**src/rtl/mix_pipe_pkg.sv**
```systemverilog
// Shared definitions for the combine-and-rotate pipeline: modes, flag bit
// positions and a width-generic rotate-left helper.
package mix_pipe_pkg;

  typedef enum logic [1:0] {
    MODE_XOR = 2'd0,
    MODE_SUM = 2'd1,
    MODE_MAX = 2'd2,
    MODE_AND = 2'd3
  } mode_e;

  localparam int FLAG_PARITY = 0;
  localparam int FLAG_ZERO   = 1;
  localparam int FLAG_OVF    = 2;

  // rotl works on a fixed-size carrier; callers zero-extend in and truncate out.
  localparam int ROT_MAX_W = 128;
  localparam int ROT_IDX_W = $clog2(ROT_MAX_W);

  // Rotate the low w bits of d left by n; bits at and above w come back as 0.
  function automatic logic [ROT_MAX_W-1:0] rotl(input logic [ROT_MAX_W-1:0] d,
                                                input int w, input int n);
    logic [ROT_MAX_W-1:0] r;
    int s;
    r = '0;
    s = n % w;
    for (int i = 0; i < ROT_MAX_W; i++)
      if (i < w) r[ROT_IDX_W'(i)] = d[ROT_IDX_W'((i + w - s) % w)];
    return r;
  endfunction

endpackage

```
**src/rtl/mix_pipe_stage.sv**
```systemverilog
// One post-combine register stage: carries {valid, data, ovf, tag}, holds on
// a global stall and optionally rotates the data left by one bit as it enters.
module mix_pipe_stage
  import mix_pipe_pkg::*;
#(
  parameter int WIDTH  = 21,
  parameter int TAG_W  = 8,
  parameter bit ROTATE = 1'b1
) (
  input  logic             clk,
  input  logic             rst,
  input  logic             advance,
  input  logic             prev_valid,
  input  logic [WIDTH-1:0] prev_data,
  input  logic             prev_ovf,
  input  logic [TAG_W-1:0] prev_tag,
  output logic             valid,
  output logic [WIDTH-1:0] data,
  output logic             ovf,
  output logic [TAG_W-1:0] tag
);

  logic [WIDTH-1:0] next_data;

  // Value entering this stage: rotated by one or passed straight through
  always_comb begin
    next_data = prev_data;
    if (ROTATE) next_data = WIDTH'(rotl(ROT_MAX_W'(prev_data), WIDTH, 1));
  end

  // Shift on advance, hold everything (bubbles included) on stall
  always_ff @(posedge clk) begin
    if (rst) begin
      valid <= 1'b0;
      data  <= '0;
      ovf   <= 1'b0;
      tag   <= '0;
    end else if (advance) begin
      valid <= prev_valid;
      data  <= next_data;
      ovf   <= prev_ovf;
      tag   <= prev_tag;
    end
  end

endmodule

```
**src/rtl/mix_pipe_stage_n.sv**
```systemverilog
// Multi-channel combine-and-rotate pipeline with a global stall. Stage 0
// combines CHANNELS words by mode and stamps a sequence tag; STAGES-1 further
// stages rotate the word; flags are derived from the final register.
module mix_pipe_stage_n
  import mix_pipe_pkg::*;
#(
  parameter int WIDTH    = 21,
  parameter int CHANNELS = 2,
  parameter int STAGES   = 4,
  parameter bit ROTATE   = 1'b1,
  parameter int TAG_W    = 8
) (
  input  logic                      clk,
  input  logic                      rst,
  input  logic                      in_valid,
  output logic                      in_ready,
  input  logic [CHANNELS*WIDTH-1:0] in_data,
  input  logic [1:0]                in_mode,
  output logic                      out_valid,
  input  logic                      out_ready,
  output logic [WIDTH-1:0]          out_data,
  output logic [TAG_W-1:0]          out_tag,
  output logic [2:0]                out_flags
);

  logic                         advance;
  logic [STAGES-1:0]            vld;
  logic [STAGES-1:0][WIDTH-1:0] dat;
  logic [STAGES-1:0]            ovf;
  logic [STAGES-1:0][TAG_W-1:0] tag;

  logic             s0_valid;
  logic [WIDTH-1:0] s0_data;
  logic             s0_ovf;
  logic [TAG_W-1:0] s0_tag;
  logic [TAG_W-1:0] tag_cnt;

  logic [WIDTH-1:0] comb_data;
  logic             comb_ovf;
  logic [WIDTH-1:0] ch;
  logic [WIDTH:0]   sum;

  // Only a held, unconsumed result stalls the pipe; bubbles never do.
  assign advance  = !(out_valid && !out_ready);
  assign in_ready = advance;

  // Stage-0 combine across channels in index order; SUM tracks any carry-out
  always_comb begin
    comb_data = in_data[WIDTH-1:0];
    comb_ovf  = 1'b0;
    ch        = '0;
    sum       = '0;
    for (int c = 1; c < CHANNELS; c++) begin
      ch = in_data[c*WIDTH +: WIDTH];
      case (mode_e'(in_mode))
        MODE_XOR: comb_data = comb_data ^ ch;
        MODE_SUM: begin
          sum       = {1'b0, comb_data} + {1'b0, ch};
          comb_data = sum[WIDTH-1:0];
          comb_ovf  = comb_ovf | sum[WIDTH];
        end
        MODE_MAX: if (ch > comb_data) comb_data = ch;
        MODE_AND: comb_data = comb_data & ch;
        default:  comb_data = comb_data;
      endcase
    end
  end

  // Stage-0 register; the tag is taken and the counter bumped only on acceptance
  always_ff @(posedge clk) begin
    if (rst) begin
      s0_valid <= 1'b0;
      s0_data  <= '0;
      s0_ovf   <= 1'b0;
      s0_tag   <= '0;
      tag_cnt  <= '0;
    end else if (advance) begin
      s0_valid <= in_valid;
      s0_data  <= comb_data;
      s0_ovf   <= comb_ovf;
      s0_tag   <= tag_cnt;
      if (in_valid) tag_cnt <= tag_cnt + 1'b1;
    end
  end

  assign vld[0] = s0_valid;
  assign dat[0] = s0_data;
  assign ovf[0] = s0_ovf;
  assign tag[0] = s0_tag;

  for (genvar k = 1; k < STAGES; k++) begin : g_stage
    mix_pipe_stage #(
      .WIDTH (WIDTH),
      .TAG_W (TAG_W),
      .ROTATE(ROTATE)
    ) u_stage (
      .clk       (clk),
      .rst       (rst),
      .advance   (advance),
      .prev_valid(vld[k-1]),
      .prev_data (dat[k-1]),
      .prev_ovf  (ovf[k-1]),
      .prev_tag  (tag[k-1]),
      .valid     (vld[k]),
      .data      (dat[k]),
      .ovf       (ovf[k]),
      .tag       (tag[k])
    );
  end

  assign out_valid = vld[STAGES-1];
  assign out_data  = dat[STAGES-1];
  assign out_tag   = tag[STAGES-1];

  // Status flags straight off the final register so they hold with the data
  always_comb begin
    out_flags              = '0;
    out_flags[FLAG_OVF]    = ovf[STAGES-1];
    out_flags[FLAG_ZERO]   = ~|out_data;
    out_flags[FLAG_PARITY] = ^out_data;
  end

endmodule

```
**config.mk**
```make
export PLATFORM = sky130hd
export DESIGN_NAME = mix_pipe_stage_n
export DESIGN_NICKNAME = d
export VERILOG_FILES = /design/src/rtl/mix_pipe_pkg.sv /design/src/rtl/mix_pipe_stage.sv /design/src/rtl/mix_pipe_stage_n.sv
export SDC_FILE = /design/constraint.sdc
export NUM_CORES = 1
export LEC_CHECK = 0
export ABC_AREA = 1
export CAP_MARGIN = 25
export CORE_UTILIZATION = 57
export DETAILED_ROUTE_END_ITERATION = 7
export MAX_ROUTING_LAYER = met4
export PLACE_DENSITY = 0.85
export SLEW_MARGIN = 20
export SYNTH_ARGS = -nofsm -noshare
export SYNTH_HDL_FRONTEND = slang
export SYNTH_SLANG_ARGS = --single-unit
```
**constraint.sdc**
```tcl
create_clock -name clk -period 3.85 [get_ports clk]
set_clock_uncertainty 0.15 [all_clocks]
set_input_delay 0.385 -clock clk [delete_from_list [all_inputs] [get_ports clk]]
set_output_delay 0.385 -clock clk [all_outputs]
set_load 0.005 [all_outputs]
```
==> results of run 1 <==
## worst max path at each step
stage	slack [ps]	end	from	depth (start not counted)
floorplan	1700	s0_data[11]$_SDFFE_PP0N_	in_data[14]	15
global placement	700	s0_data[7]$_SDFFE_PP0N_	in_data[20]	15
detailed placement	640	s0_data[7]$_SDFFE_PP0N_	in_data[20]	15
CTS	970	out_flags[0]	g_stage[3].u_stage.data[8]$_SDFFE_PP0N_	7
global route	870	out_flags[0]	g_stage[3].u_stage.data[7]$_SDFFE_PP0N_	7
finish	1020	out_flags[0]	g_stage[3].u_stage.data[2]$_SDFFE_PP0N_	7
## worst max-delay path, cell delays in order (launching register included)
cell,delay (ps)
sky130_fd_sc_hd__dfxtp_1,350
sky130_fd_sc_hd__inv_1,60
sky130_fd_sc_hd__ha_1,300
sky130_fd_sc_hd__xnor2_1,200
sky130_fd_sc_hd__xnor2_1,170
sky130_fd_sc_hd__xnor2_1,150
sky130_fd_sc_hd__xor2_1,150
sky130_fd_sc_hd__clkdlybuf4s50_1,510
## cells in the mapped netlist (all sizes together), types with 8 or more instances
library cell	instances
clkbuf	38
nand3	66
buf	33
nand2	200
nand4	20
a21oi	83
ha	53
nor2	211
o21ai	146
inv	159
dfxtp	132
xnor2	8
nor3	9
## routing by layer
metal	part of all wire (%)	vias up	track usage, %
li1	-	3820	-
met1	46	3405	36.50
met2	47	227	47.04
met3	5.3	23	4.693
met4	1.6	0	8.940
met5	0	-	-
## logic make-up after synthesis
kind of cell,after synthesis
simple gates,516
compound gates,234
buf+inv,230
flops,132
fa+ha+maj,54
xor+xnor,10
## power groups by stage
| stage | registers [mW] | clock network [mW] | logic [mW] |
|---|---|---|---|
| floorplan | 1.50 | 0 | 0.458 |
| global placement | 1.51 | 0 | 0.667 |
| detailed placement | 1.51 | 0 | 0.673 |
| CTS | 1.48 | 1.46 | 0.677 |
| global route | 1.49 | 1.52 | 0.764 |
| finish | 1.48 | 1.44 | 0.683 |
## registers in the layout (all words and copies together), names as in the netlist
register / flops
s0_valid: 1
tag_cnt: 8
s0_ovf: 1
s0_tag: 8
g_stage.u_stage.valid: 3
g_stage.u_stage.tag: 24
s0_data: 21
g_stage.u_stage.data: 63
g_stage.u_stage.ovf: 3
## through the flow
stage	setup WS, ps	hold WS, ps	total power, mW	std cells	cell area (um^2)
finish	1019	306.0	3.606	1406	9107
global route	865.8	343.9	3.775	1406	9107
CTS	974.8	308.6	3.613	1405	9080
detailed placement	641.5	298.7	2.182	1373	8534
global placement	701.6	293.3	2.173	1373	8534
floorplan	1696	279.7	1.955	1176	7779
## final cells by class
class,count,area (um^2),share of cell area [%]
clock buffers,18,439.2,4.822
flip-flops and latches,132,2643,29.01
repair buffers,93,933.4,10.25
clock inverters,14,106.4,1.168
multi-input cells,814,4169,45.78
inverters,159,596.8,6.553
well taps,176,220.2,2.418
==> metrics.sh, run 1 <==
YS.WARNINGS.COUNT=0
FP.DIEH_UM=118.8
ASYNCSETRESETFLOPFRACSYNTH_PCT=0
PLACEMENT.IO_BUFFERS=81
CAP_VIOL_MAX_COUNT=0
MAX_SLEW_MARGIN_PCT=41.52
HOLDBUFCOUNTCTS=0
SYN_TO_FINAL_GROWTH_PCT=17.08
ACHIEVABLE-FREQUENCY_GHz=0.3532
TIMING.FINAL.CRIT_SHARE_PCT=73.54
TOTAL_LEAKAGE_POWER_nW=4.454
ROUTED-VIA-COUNT=7475
FRACTION_OF_LAYOUT_INSTANCES_USING_A_DRIVE_STRENGTH_ABOVE_1_PCT=5.610
SYNTHFLOPTYPE='sky130_fd_sc_hd__dfxtp_1'
NETS_IN_THE_SYNTHESIZED_NETLIST=1278
LARGEST_FAMILY_OF_LOGIC_CELLS_BY_SYNTHESIZED_AREA='simple AND/OR/NAND/NOR gates'
CTSLONGESTPATHBUFFERS=2
IO_PINS=82
REMAINING_DRC_ERRORS=0
MAXIMUM_FANOUT_COUNT_ALONG_THE_CRITICAL_PATH=2
SYN_AREA_MM2=0.007779
SYNTH_SEQ_AREA_SHARE_PCT=33.97
TIMING_HOLD_VIOLATIONS_FINAL=0
POST-DP-HPWL_UM=13980
RUN_STATUS='finished, final reports clean'
GRT.TOTAL_USAGE_PCT=28.79
REGTOREGSTARTPOINT='g_stage[3].u_stage.valid$_SDFFE_PP0N_'
FILLCELLCOUNT=1145
POST_CTS_RESIZED=0
SYNTH.LIB_CELLS_USED.DISTINCT=35
HOLD_CLASS='flop to flop'
P_CLK_SHARE_PCT=40.0
MAXSLEWVIOLCOUNT=0
POSTLAYOUTCOREUTIL_PCT=68.50
SYNTHESIS.AREA_PER_INSTANCE_UM2=6.615
PIN_COUNT_OF_THE_BIGGEST_NET_ENTERING_GLOBAL_ROUTING=111
VDD_DROP_MAX_mV=0.3787
GRT_FIRST_PASS_WIRELENGTH_UM=31730
CLK_ROOT_BUFFER_CELL='sky130_fd_sc_hd__clkbuf_16'
POWER.SHARE.COMBINATIONAL_PCT=18.9
TRITONCTS='yes'
GRT_ANTENNA_BEFORE_REPAIR=0
SYNTH_MUX_AREA_SHARE_PCT=0
POWER_DENSITY_mW_PER_MM2=396.0
NUMBER_OF_FLIP_FLOPS_AND_LATCHES_IN_THE_SYNTHESIZED_NETLIST=132
SETUP-TNS-FINAL_PS=0
WORST_SETUP_HOLD_PATH_CLK_SLEW_PS=60
CTS_NUM_SINKS=132
SYNTH-XOR-AREA-SHARE_PCT=1.126
GRT_PASS1_VIAS=6757
REG2REG_DEPTH=6
POWER.SHARE.SWITCHING_PCT=28.98
DR.FIRST_ITER.DRC_COUNT=651
MOSTFREQUENTLAYOUTCELL='sky130_fd_sc_hd__nor2_1'
FLOORPLAN.INITIALDENSITY_PCT=58.51
DIEAREA_MM2=0.01412
MIN_TO='g_stage[2].u_stage.valid$_SDFFE_PP0N_'
DESIGN.FINAL.NETS=1319
CORE-AREA_MM2=0.01330
END_KIND='output pin'
R2R_SETUP_SLACK_PS=1660
DETAIL_ROUTE.FIRST_PASS.ITERATIONS=5
DETAIL-ROUTE-ANTENNA-NETS=0
POST_LAYOUT_MIN_PERIOD_PS=2831
GRT_SETUP_UNREPAIRED='false'
SYNTH_TOP_AREA_SHARE_PCT=33.97
ROUTED_VIA_DENSITY=5.317
CP-START-KIND='flop'
SYNTH.LARGEST_AREA_CELL='sky130_fd_sc_hd__dfxtp_1'
HP-START='g_stage[2].u_stage.valid$_SDFFE_PP0N_'
SYNTH_COMPOUND_GATE_AREA_SHARE_PCT=15.46
PART_OF_THE_POWER_IN_REGISTERS_PCT=41.1
DIE_W_UM=118.8
GRT.OVERFLOW.TOTAL=0
RR_ENDPOINT='g_stage[3].u_stage.data[0]$_SDFFE_PP0N_'
SYNTH_ENABLE_FLOP_CELLS=0
CP_DATA_REQUIRED_TIME_PS=3310
DEPTH_OF_THE_WORST_HOLD_TIMING_PATH=2
FINALSETUPVIOLATIONS=0
TRITONCTS.NUM_BUFFERS=17
TIMING.SETUP.CRITICAL_PATH_CLASS='flop to output pin'
ADDER_AND_MAJORITY_GATE_PORTION_OF_THE_SYNTHESIZED_AREA_PCT=8.782
TOTAL_INSERTED_ANTENNA_CELLS=0
HTREE_NUM_LEVELS=4
SYNTH_SIMPLE_GATE_AREA_SHARE_PCT=28.13
CP_DATA_ARRIVAL_TIME_PS=2300
SYNTHESIS.INSTANCES=1176
FP-ROW-COUNT=42
INT_POWER_mW=2.561
GP_CONGESTION=1.084
ROUTE.DETAILED.WL_PER_INST_UM=13.70
CLK_LATENCY_PS=410
NET-SWITCHING-POWER_mW=1.045
POSTCTSSETUPBUFFERS=0
FINALWIRELENGTH_UM=19260
SYNTH_AREA_LEADERS='sky130_fd_sc_hd__dfxtp_1 34%, sky130_fd_sc_hd__nor2_1 10%, sky130_fd_sc_hd__o21ai_0 9.4%'
MOSTFREQUENTLAYOUTCELLS='207 x sky130_fd_sc_hd__nor2_1, 191 x sky130_fd_sc_hd__nand2_1, 157 x sky130_fd_sc_hd__inv_1, 146 x sky130_fd_sc_hd__o21ai_0, 132 x sky130_fd_sc_hd__dfxtp_1'
WORST_PIN_SLEW_PS=873.9
Note: power is estimated with default switching activity, not from simulation.
==> run 2: changes to the inputs <==
--- a/config.mk
+++ b/config.mk
@@ -7,10 +7,10 @@
 export LEC_CHECK = 0
 export ABC_AREA = 1
 export CAP_MARGIN = 25
-export CORE_UTILIZATION = 57
+export CORE_UTILIZATION = 52
 export DETAILED_ROUTE_END_ITERATION = 7
 export MAX_ROUTING_LAYER = met4
-export PLACE_DENSITY = 0.85
+export PLACE_DENSITY = 0.82
 export SLEW_MARGIN = 20
 export SYNTH_ARGS = -nofsm -noshare
 export SYNTH_HDL_FRONTEND = slang
==> constraint.sdc (replaced) <==
create_clock -name clk -period 2.3 [get_ports clk]
set_clock_uncertainty 0.15 [all_clocks]
set_input_delay 0.23 -clock clk [delete_from_list [all_inputs] [get_ports clk]]
set_output_delay 0.23 -clock clk [all_outputs]
set_load 0.005 [all_outputs]
==> run 2 against run 1 <==
  * Clock power rose by 96%
  * Sequential power rose by 68%
  * Non-clock buffer count rose by 133
  * Register-to-register slack got worse by 1400 ps
  * Global-route usage rose by 0.72 points
  * Final cell count rose by 10%
  * Sequential share of layout area fell by 4.6 points
  * Die area rose by 9.4%
  * Core utilization rose by 6.1 points
  * Critical path type unchanged
==> metrics.sh, run 2 (synthesis results as in run 1) <==
WORST_PIN_SLEW_PS=553.2  # -320.8 ps
CORE-AREA_MM2=0.01459  # +9.7%
DIE_W_UM=124.3  # +4.6%
POWER.SHARE.SWITCHING_PCT=28.72  # -0.26 points
PART_OF_THE_POWER_IN_REGISTERS_PCT=35.9  # -5.2 points
POWER.SHARE.COMBINATIONAL_PCT=23.3  # +4.4 points
ROUTE.TOP_LAYER_USED='met4'
IO_PINS=82  # unchanged
MAXSLEWVIOLCOUNT=0  # unchanged
DETAIL-ROUTE-ANTENNA-NETS=0  # unchanged
TRITONCTS='yes'
TIMING.FINAL.CRIT_SHARE_PCT=99.17
POWER_mW=6.918  # +92%
DR.FIRST_ITER.DRC_COUNT=688  # +5.7%
GRT_PASS1_VIAS=7712  # +14%
HOLD_CLASS='primary input to flop'
REG2REG_DEPTH=10  # +4
MOSTFREQUENTLAYOUTCELL='sky130_fd_sc_hd__nor2_1'
POST_LAYOUT_MIN_PERIOD_PS=2281
WORST_SETUP_HOLD_PATH_CLK_SLEW_PS=60  # about the same
LARGEST_REGS='g_stage.u_stage.data (63), g_stage.u_stage.tag (24), s0_data (21)'
HOLDBUFCOUNTCTS=0  # unchanged
GRT_ANTENNA_BEFORE_REPAIR=0  # unchanged
TIMING.SETUP.CRITICAL_PATH_CLASS='flop to output pin'
FP.DIEH_UM=124.3  # +4.6%
ROUTE.DETAILED.WL_PER_INST_UM=14.78  # +7.9%
FLOORPLAN.INITIALDENSITY_PCT=53.32  # -5.2 points
LARGEST_REGISTER_FF_COUNT=63  # unchanged
CTS_NUM_SINKS=132  # unchanged
CAP_VIOL_MAX_COUNT=0  # unchanged
GP_CONGESTION=0.9682  # -11%
VDD_DROP_MAX_mV=0.6620  # +75%
END_KIND='output pin'
ACHIEVABLE-FREQUENCY_GHz=0.4384
M1WIRELENGTH_UM=9760  # +11%
GRT_FIRST_PASS_WIRELENGTH_UM=36430  # +15%
P_CLK_SHARE_PCT=40.8  # +0.8 points
ROUTED-VIA-COUNT=8108  # +8.5%
ROUTED_VIA_DENSITY=5.241  # -1.4%
INT_POWER_mW=4.932  # +93%
FRACTION_OF_LAYOUT_INSTANCES_USING_A_DRIVE_STRENGTH_ABOVE_1_PCT=22.38  # +17 points
CLK_LATENCY_PS=420  # about the same
FINAL.SETUP.WORST_SLACK_PS=18.99  # -999.8 ps
FINALWIRELENGTH_UM=22860  # +19%
TOTAL_LEAKAGE_POWER_nW=5.279  # +19%
CP-START-KIND='flop'
DP_SLACK_PS=-486.8  # -1128 ps
PIN_COUNT_OF_THE_BIGGEST_NET_ENTERING_GLOBAL_ROUTING=135  # +22%
TIMING.CRITICAL_PATH.CELLS='inv_1 -> ha_4 -> xnor2_4 -> xnor2_2 -> xnor2_1 -> xor2_1 -> buf_2'
CPPEAKSTAGEDELAY_PS=350  # -160 ps
TIMING_HOLD_VIOLATIONS_FINAL=0  # unchanged
FILLCELLCOUNT=1083  # -5.4%
DETAILROUTE.WIRELENGTH.MET3_UM=996  # -2.4%
POWER_DENSITY_mW_PER_MM2=635.8  # +61%
TRITONCTS.NUM_BUFFERS=17  # unchanged
CP_DATA_ARRIVAL_TIME_PS=1900  # -400 ps
DESIGN.FINAL.NETS=1452  # +10%
GRT.OVERFLOW.TOTAL=0  # unchanged
POST-DP-HPWL_UM=15210  # +8.8%
MAXIMUM_FANOUT_COUNT_ALONG_THE_CRITICAL_PATH=2  # unchanged
FINALSETUPVIOLATIONS=0  # unchanged
HTREE_NUM_LEVELS=4  # unchanged
MAX_SLEW_MARGIN_PCT=63.12  # +22 points
ROUTED_WIRE_LENGTH_ON_MET2_UM=11720  # +28%
MOSTFREQUENTLAYOUTCELLS='194 x sky130_fd_sc_hd__nor2_1, 182 x sky130_fd_sc_hd__nand2_1, 146 x sky130_fd_sc_hd__o21ai_0, 136 x sky130_fd_sc_hd__buf_4, 135 x sky130_fd_sc_hd__inv_1'
RUN_STATUS='finished, final reports clean'
DIEAREA_MM2=0.01545  # +9.4%
DETAIL_ROUTE.FIRST_PASS.ITERATIONS=6  # +1
CP_DATA_REQUIRED_TIME_PS=1920  # -1390 ps
FP-ROW-COUNT=44  # +4.8%
SYN_TO_FINAL_GROWTH_PCT=39.89
PLACEMENT.IO_BUFFERS=81  # unchanged
TOP_REGISTER='g_stage.u_stage.data'
SLOWEST_STAGE='sky130_fd_sc_hd__dfxtp_1'
GRT.TOTAL_USAGE_PCT=29.51  # +0.72 points
CTSLONGESTPATHBUFFERS=2  # unchanged
REMAINING_DRC_ERRORS=0  # unchanged
NET-SWITCHING-POWER_mW=1.987  # +90%
TOTAL_INSERTED_ANTENNA_CELLS=0  # unchanged
CLK_ROOT_BUFFER_CELL='sky130_fd_sc_hd__clkbuf_16'
DEPTH_OF_THE_WORST_HOLD_TIMING_PATH=6  # +4
run 2: cell count changes in the layout (fill, tap and decap cells not counted), sizes merged:
cell / previous run / this run
clkinv: 8 / 3
clkbuf: 18 / 19
inv: 161 / 166
dlygate4sd2: 0 / 1
clkinvlp: 4 / 1
bufinv: 0 / 3
buf: 12 / 145
dlymetal6s2s: 0 / 7
clkdlybuf4s50: 81 / 72
run 2: worst paths after layout:
kind                                                               end  slack, ps                                startpoint
worst max-delay path                                      out_flags[0]         20  g_stage[3].u_stage.data[15]$_SDFFE_PP0N_
worst min-delay path                          s0_data[18]$_SDFFE_PP0N_        300                               in_data[18]
worst max register to register                 tag_cnt[7]$_SDFFE_PP0P_        300     g_stage[3].u_stage.valid$_SDFFE_PP0N_
worst min register to register  g_stage[1].u_stage.tag[4]$_SDFFE_PP0N_        330    g_stage[1].u_stage.tag[4]$_SDFFE_PP0N_
run 2: power groups by stage:
stage	clock, mW	sequential [mW]	combinational, mW
floorplan	0	2.51	0.767
global placement	0	2.52	1.37
detailed placement	0	2.52	1.39
CTS	2.83	2.48	1.41
global route	2.96	2.50	1.77
finish	2.82	2.48	1.61
run 2: final cells by class:
cell class / instances / area, um^2 / share of cell area, %
Clock inverter: 14 / 188.9 / 1.736
Multi-Input combinational cell: 814 / 4766 / 43.80
Timing Repair Buffer: 226 / 2014 / 18.51
Clock buffer: 18 / 429.2 / 3.944
Tap cell: 184 / 230.2 / 2.116
Sequential cell: 132 / 2653 / 24.38
Inverter: 159 / 600.6 / 5.519
run 2: per-stage QoR:
step / TNS, ps / instances / hold slack (ps) / cell area, um^2 / utilization (%)
finish: 0 / 1547 / 302.4 / 10880 / 74.59
global route: -257.2 / 1547 / 330.2 / 10880 / 74.59
CTS: -0.4692 / 1542 / 328.8 / 10230 / 70.15
detailed placement: -9489 / 1510 / 305.4 / 9575 / 65.63
global placement: -8483 / 1510 / 289.6 / 9575 / 65.63
floorplan: 0 / 1176 / 149.1 / 7779 / -
run 2: timing repair:
item	in CTS	in global routing
endpoints found under the setup margin	14	24
resized for setup	13	117
gates cloned	0	1
pin swaps	9	23
buffers inserted	0	4
run 2: layer usage:
layer | track usage (%) | vias up
met5 | - | -
met4 | 6.591 | 0
met3 | 4.639 | 41
met2 | 50.70 | 292
met1 | 36.29 | 3691
li1 | - | 4084
run 2: worst max-delay path: cells and delay by family, from the launching register on:
family,cells,cell delay [ps]
xor+xnor,4,560
fa+ha+maj,1,310
buf+inv,2,250
flops,1,350
